--- config.mk ---
export PLATFORM = sky130hd
export DESIGN_NAME = data_gen_updown
export DESIGN_NICKNAME = d
export VERILOG_FILES = /design/src/rtl/data_gen_pkg.sv /design/src/rtl/data_gen_updown_tick_prescaler.sv /design/src/rtl/data_gen_updown.sv
export SDC_FILE = /design/constraint.sdc
export NUM_CORES = 1
export LEC_CHECK = 0
export ABC_AREA = 1
export CAP_MARGIN = 10
export CORE_ASPECT_RATIO = 2
export CORE_UTILIZATION = 56
export DETAILED_ROUTE_END_ITERATION = 12
export DONT_BUFFER_PORTS = 1
export PLACE_DENSITY_LB_ADDON = 0.15
export SYNTH_ARGS = -nofsm -noshare
export SYNTH_HDL_FRONTEND = slang
export SYNTH_SLANG_ARGS = --single-unit
--- constraint.sdc ---
create_clock -name sys_clk -period 1.94 [get_ports sys_clk]
set_input_delay 0.388 -clock sys_clk [delete_from_list [all_inputs] [get_ports sys_clk]]
set_output_delay 0.388 -clock sys_clk [all_outputs]
set_load 0.03 [all_outputs]
--- src/rtl/data_gen_pkg.sv ---
// Shared encodings for the up/down display-data source: step modes, control FSM states
// and bounce direction constants.
package data_gen_pkg;

   typedef enum logic [1:0] {
      MODE_UP     = 2'b00,
      MODE_DOWN   = 2'b01,
      MODE_BOUNCE = 2'b10,
      MODE_FREEZE = 2'b11
   } mode_t;

   typedef enum logic [1:0] {
      ST_IDLE = 2'd0,
      ST_RUN  = 2'd1,
      ST_HOLD = 2'd2
   } state_t;

   localparam logic DIR_UP   = 1'b0;
   localparam logic DIR_DOWN = 1'b1;

endpackage

--- src/rtl/data_gen_updown_tick_prescaler.sv ---
// Step prescaler: counts 0..TICK_MAX while en is high and frees the count otherwise,
// producing a registered strobe that is high while the count sits at TICK_MAX.
module tick_prescaler #(
   parameter int TICK_MAX = 4_999_999
) (
   input  logic sys_clk,
   input  logic sys_rst,
   input  logic en,
   input  logic clr,
   output logic tick
);

   localparam int CNT_W = $clog2(TICK_MAX + 1);
   localparam logic [CNT_W-1:0] CNT_LAST = CNT_W'(TICK_MAX);
   localparam logic [CNT_W-1:0] CNT_PRE  = CNT_W'(TICK_MAX - 1);
   localparam logic [CNT_W-1:0] CNT_ONE  = CNT_W'(1);

   logic [CNT_W-1:0] cnt_q;
   logic             tick_q;

   // tick_q tracks (cnt_q == CNT_LAST) and is held with the count, so a strobe
   // pending when the count is frozen is delivered on resume instead of lost.
   always_ff @(posedge sys_clk or posedge sys_rst) begin
      if (sys_rst) begin
         cnt_q  <= '0;
         tick_q <= 1'b0;
      end else if (clr) begin
         cnt_q  <= '0;
         tick_q <= 1'b0;
      end else if (en) begin
         cnt_q  <= (cnt_q == CNT_LAST) ? '0 : cnt_q + CNT_ONE;
         tick_q <= (cnt_q == CNT_PRE);
      end
   end

   assign tick = tick_q & en;

endmodule

--- src/rtl/data_gen_updown.sv ---
// Display-data source with run/hold/clear control and up/down/bounce/freeze stepping.
// Build option DATA_GEN_SIGNED_EN extends the range down to -DATA_MAX and drives sign.
module data_gen_updown
   import data_gen_pkg::*;
#(
   parameter int              TICK_MAX = 23'd4_999_999,
   parameter int              DIGITS   = 6,
   parameter int              DATA_W   = 20,
   parameter logic [DATA_W-1:0] DATA_MAX = 20'd999_999,
   parameter logic [DIGITS-1:0] DP_MASK  = '0
) (
   input  logic              sys_clk,
   input  logic              sys_rst,
   input  logic              start,
   input  logic              stop,
   input  logic              clr,
   input  logic [1:0]        mode,
   input  logic              blank,
   output logic [DATA_W-1:0] data,
   output logic              sign,
   output logic [DIGITS-1:0] dp,
   output logic              seg_en,
   output logic              tick,
   output logic              wrap
);

`ifdef DATA_GEN_SIGNED_EN
   // Two's-complement value, one bit wider than the magnitude.
   localparam int VAL_W = DATA_W + 1;
`else
   localparam int VAL_W = DATA_W;
`endif

   localparam logic [VAL_W-1:0] ONE_V = VAL_W'(1);
   localparam logic [VAL_W-1:0] HI_V  = VAL_W'(DATA_MAX);
`ifdef DATA_GEN_SIGNED_EN
   localparam logic [VAL_W-1:0] LO_V  = ~HI_V + ONE_V;
`else
   localparam logic [VAL_W-1:0] LO_V  = '0;
`endif

   state_t            state_q, state_d;
   logic [VAL_W-1:0]  value_q, value_d;
   logic              dir_q, dir_d;
   logic              wrap_d;
   logic              wrap_q;
   logic [DATA_W-1:0] data_q;
   logic              seg_en_q;
   logic              run;
   logic              step;

   function automatic logic [DATA_W-1:0] mag(input logic [VAL_W-1:0] v);
`ifdef DATA_GEN_SIGNED_EN
      logic [VAL_W-1:0] neg;
      neg = ~v + ONE_V;
      return v[VAL_W-1] ? neg[DATA_W-1:0] : v[DATA_W-1:0];
`else
      return v;
`endif
   endfunction

   assign run = (state_q == ST_RUN);

   tick_prescaler #(
      .TICK_MAX (TICK_MAX)
   ) u_prescaler (
      .sys_clk (sys_clk),
      .sys_rst (sys_rst),
      .en      (run),
      .clr     (clr),
      .tick    (tick)
   );

   assign step = tick & run;

   always_ff @(posedge sys_clk or posedge sys_rst) begin
      if (sys_rst) state_q <= ST_IDLE;
      else         state_q <= state_d;
   end

   // Control priority: clr > stop > start.
   always_comb begin
      state_d = state_q;
      if (clr) begin
         state_d = ST_IDLE;
      end else if (stop) begin
         if (state_q == ST_RUN) state_d = ST_HOLD;
      end else if (start) begin
         if (state_q == ST_IDLE || state_q == ST_HOLD) state_d = ST_RUN;
      end
   end

   always_comb begin
      value_d = value_q;
      dir_d   = dir_q;
      wrap_d  = 1'b0;
      case (mode_t'(mode))
         MODE_UP: begin
            if (value_q == HI_V) begin
               value_d = LO_V;
               wrap_d  = 1'b1;
            end else begin
               value_d = value_q + ONE_V;
            end
         end
         MODE_DOWN: begin
            if (value_q == LO_V) begin
               value_d = HI_V;
               wrap_d  = 1'b1;
            end else begin
               value_d = value_q - ONE_V;
            end
         end
         MODE_BOUNCE: begin
            if (dir_q == DIR_UP) begin
               if (value_q == HI_V) begin
                  dir_d   = DIR_DOWN;
                  value_d = HI_V - ONE_V;
                  wrap_d  = 1'b1;
               end else begin
                  value_d = value_q + ONE_V;
               end
            end else begin
               if (value_q == LO_V) begin
                  dir_d   = DIR_UP;
                  value_d = LO_V + ONE_V;
                  wrap_d  = 1'b1;
               end else begin
                  value_d = value_q - ONE_V;
               end
            end
         end
         default: ;
      endcase
   end

   always_ff @(posedge sys_clk or posedge sys_rst) begin
      if (sys_rst) begin
         value_q <= '0;
         dir_q   <= DIR_UP;
         wrap_q  <= 1'b0;
         data_q  <= '0;
      end else if (clr) begin
         value_q <= '0;
         dir_q   <= DIR_UP;
         wrap_q  <= 1'b0;
         data_q  <= '0;
      end else if (step) begin
         value_q <= value_d;
         dir_q   <= dir_d;
         wrap_q  <= wrap_d;
         data_q  <= mag(value_d);
      end else begin
         wrap_q  <= 1'b0;
      end
   end

`ifdef DATA_GEN_SIGNED_EN
   logic sign_q;

   always_ff @(posedge sys_clk or posedge sys_rst) begin
      if (sys_rst)   sign_q <= 1'b0;
      else if (clr)  sign_q <= 1'b0;
      else if (step) sign_q <= value_d[VAL_W-1];
   end

   assign sign = sign_q;
`else
   assign sign = 1'b0;
`endif

   // Display enable follows blank regardless of run state, but stays low through reset.
   always_ff @(posedge sys_clk or posedge sys_rst) begin
      if (sys_rst) seg_en_q <= 1'b0;
      else         seg_en_q <= ~blank;
   end

   assign data   = data_q;
   assign wrap   = wrap_q;
   assign seg_en = seg_en_q;
   assign dp     = DP_MASK;

endmodule

==> summary.txt <==
Run status
  – Status: complete, no violations

Critical path
  – R2r endpoint: data[18]$_DFFE_PP0P_
  – Crit path DAT: 2.09 ns
  – Family with the most delay on the worst path: simple AND/OR/NAND/NOR gates
  – Largest stage delay, worst path: between 0.4 and 0.5 ns
  – Endpoint class of the critical path: flip-flop
  – FF-to-FF Start: data[0]$_DFFE_PP0P_
  – FF-to-FF path depth: 11
  – Setup Crit Path Kind: flip-flop to flip-flop
  – Slowest cell on crit path: dfrtp_1
  – Critical path, cell by cell: ha_2 -> nand3_2 -> nor2_4 -> buf_4 -> nand4_1 -> nand2_1 -> nand3_1 -> nand3_1 -> nand2_1 -> nand2_1 -> nand2_1
  – Top cell by count, worst path: nand2_1
  – Worst-path maximum fanout: 5
  – FF-to-FF setup slack: 0.04 ns
  – CP Launch Type: flip-flop
  – Worst EP required: between 2 and 2.5 ns
  – WP buf/inv: 1

Clock network
  – Clock latency on the worst-skew pair: 0.30 ns
  – CTS clk-pin slew, worst paths: 0.07 ns
  – TritonCTS clock tree: built
  – H-tree level count: 2
  – CTS buffer count: 5
  – Clk sinks: a little under 50
  – Root Driver: clkbuf_16
  – Clock buffer depth: 2

Layout
  – Area of the multi-input gates: 0.00267 sq mm
  – Layout Area Growth over Synthesis: 12.2%
  – Final Util: roughly 64%
  – Share of layout cells above drive strength 1: 16.1%
  – Final-layout fill cell count: 713
  – Final instance count without filler cells: slightly below 800
  – Flip-flop and latch area: ~0.0012 sq mm
  – Commonest non-fill, non-tap cell in the layout: nand2_1
  – Fin nets: 718
  – N_diodes: 0
  – Most frequent cells in the layout: nand2_1, nor2_1, nand3_1

Pwr
  – Internal Power: between 1.5 and 2 mW
  – Switching part of the total: about two fifths
  – Pleak: 2.45 nW
  – Power density cells: 665 mW/mm^2
  – Worst vdd ir: 0.000463 V
  – Sequential power share: a little over a third
  – Comb pwr share: roughly 36%
  – Switching power: ~1.3 mW
  – Clock Power Share: 28.3%
  – Total power: about 3.2 mW

Timing
  – Min cycle time layout: 1.90 ns
  – Worst Max-Slew Pin Slew: 0.681 ns
  – Final worst slack: 0.0425 ns
  – Peak Freq: 527 MHz
  – # setup viols final: 0
  – Setup Skew: 0.00717 ns
  – RSZ-0062 raised after global routing: yes
  – Hold Slack: 0.137 ns
  – Final Hold Viols: 0
  – Fin. max-slew vios: 0
  – Worst relative slew slack: between 50% and 60%
  – Fin crit share: 97.8%

Routing
  – DRC: 0
  – Routed WL per cell: 15.9 microns
  – First drt pass iteration count: 5
  – Routed vias: roughly 4.4k
  – Via density: 5.52
  – ANT nets after route: 0
  – DR iter-0 viols: 223
  – Wirelength, routed: 12.6 mm

Die
  – Num ports: 38
  – Row count: 45
  – Die height: 126 microns
  – Initial Util: between 50% and 60%
  – Die width: 64.2 microns
  – Core Region: roughly 0.0075 sq mm
  – Die ar.: 0.00811 sq mm

Synthesis
  – Syn Inst Count: 665
  – Seq/Total Area, Yosys: 28.3%
  – Avg Inst Size Synth: 6.52 sq um
  – Yosys cell types: 39
  – Synthesized area: between 0.004 and 0.005 sq mm
  – EDFF count, synth: 0
  – Asr flop ratio synth: 100%
  – Synth warn: 0
  – Most used DFF post-synth: dfrtp_1
  – #FFs+latches synth: 49

Global routing
  – Initial antenna violation count: 0
  – Vias in the first global route: ~4.5k
  – Total GRT Usage: 33.2%
  – First-pass GRT wire length: 20.8 mm
  – Total gr overflow: 0
  – Largest net degree at the start of global routing: 50

Place
  – Placed wire-length estimate: about 10 mm
  – I/O Buffers: 0
  – Place WS: -0.105 ns
  – Placed Instances: 785
  – Final GP Congestion: 0.990

Hold path
  – Hold Path Sink: seg_en$_DFF_PP0_
  – Beginning of the worst hold path: blank
  – WHS Path Cells: 1
  – Hold crit path type: input port to flip-flop

Job
  – MaxCap Viol Count: 0
[cell type report]
type                    count  area share (%)
multi-input cells         521            54.9
flip-flops and latches     49            25.3
repair buffers             56            9.16
inverters                  68            5.25
clock buffers               5            2.57
well taps                  94            2.42
clock inverters             3           0.437
[cells in the mapped netlist (4+ instances only)]
master | n | area share (%)
a21oi_1 | 15 | 1.7
nor2_1 | 91 | 7.9
buf_2 | 10 | 1.2
nand2_2 | 4 | 0.58
o21ai_0 | 15 | 1.7
buf_6 | 8 | 2.1
nand2_1 | 208 | 18
nand3_1 | 66 | 7.6
dfrtp_1 | 49 | 28
xnor2_1 | 9 | 1.8
buf_4 | 10 | 1.7
inv_1 | 66 | 5.7
nor3_1 | 11 | 1.3
xor2_1 | 29 | 5.9
ha_1 | 9 | 2.6
nor2_2 | 11 | 1.6
nand4_1 | 14 | 2.0
nor2_4 | 8 | 2.1
clkbuf_1 | 5 | 0.43
[sequential cells by signal (all words and copies together) (netlist names)]
name	count
data	20
dir_q	1
seg_en	1
state_q	2
u_prescaler.cnt_q	23
u_prescaler.tick_q	1
wrap	1
[worst reg2reg max path: cells and delay by family (launching register included)]
family | cells | cell delay [ns]
buffers and inverters | 1 | 0.17
adders and majority gates | 1 | 0.24
DFF | 1 | 0.42
and+or+nand+nor | 9 | 0.97
[per-stage QoR]
step | cell area (sq um) | TNS [ns]
after floorplan | 4360 | 0
after global placement | 4650 | -0.0430
after detailed placement | 4650 | -0.849
after CTS | 4800 | 0
after global routing | 4860 | -0.230
final | 4860 | 0
[metal layers]
metal  routed length (microns)  global-route usage, %  vias to the layer above
met5                         0                      0                        -
met4                       761                   23.4                        0
met3                       511                   4.23                       59
met2                      7010                   63.6                      158
met1                      4350                   30.9                     2042
li1                          -                      -                     2138
[kinds of logic after synthesis]
kind of cell	share of synthesized area, %
AO/OA/AOI/OAI	5.46
XOR/XNOR	7.68
adder cells (fa/ha/maj)	2.60
buffers and inverters	11.3
flip-flops	28.3
other	0.0865
AND/OR/NAND/NOR	44.6
[how the worst max path moves through the flow]
stage                        start              endpoint  slack [ns]  cells past startpoint
4_1_cts        data[1]$_DFFE_PP0P_  data[18]$_DFFE_PP0P_        0.04                     11
6_report       data[0]$_DFFE_PP0P_  data[18]$_DFFE_PP0P_        0.04                     11
3_3_place_gp   data[1]$_DFFE_PP0P_  data[17]$_DFFE_PP0P_       -0.02                     11
2_1_floorplan  data[1]$_DFFE_PP0P_  data[18]$_DFFE_PP0P_        0.12                     11
5_1_grt        data[0]$_DFFE_PP0P_  data[18]$_DFFE_PP0P_       -0.05                     11
3_5_place_dp   data[0]$_DFFE_PP0P_  data[18]$_DFFE_PP0P_       -0.10                     11
[what timing repair did]
| action | CTS | global route |
|---|---|---|
| hold buffers | 0 | 0 |
| resized for setup | 1 | 12 |
| buffers inserted | 0 | 3 |
| pin swaps | 0 | 7 |
| endpoints found under the setup margin | 11 | 23 |
| cloned | 0 | 0 |
[power groups by stage]
stage               combinational [mW]  sequential, mW  clock [mW]
floorplan                        0.782            1.20           0
global placement                  1.11            1.15           0
detailed placement                1.12            1.16           0
CTS                               1.13            1.14       0.934
global route                      1.30            1.15       0.959
finish                            1.18            1.14       0.916
(Power assumes the default switching activity.)
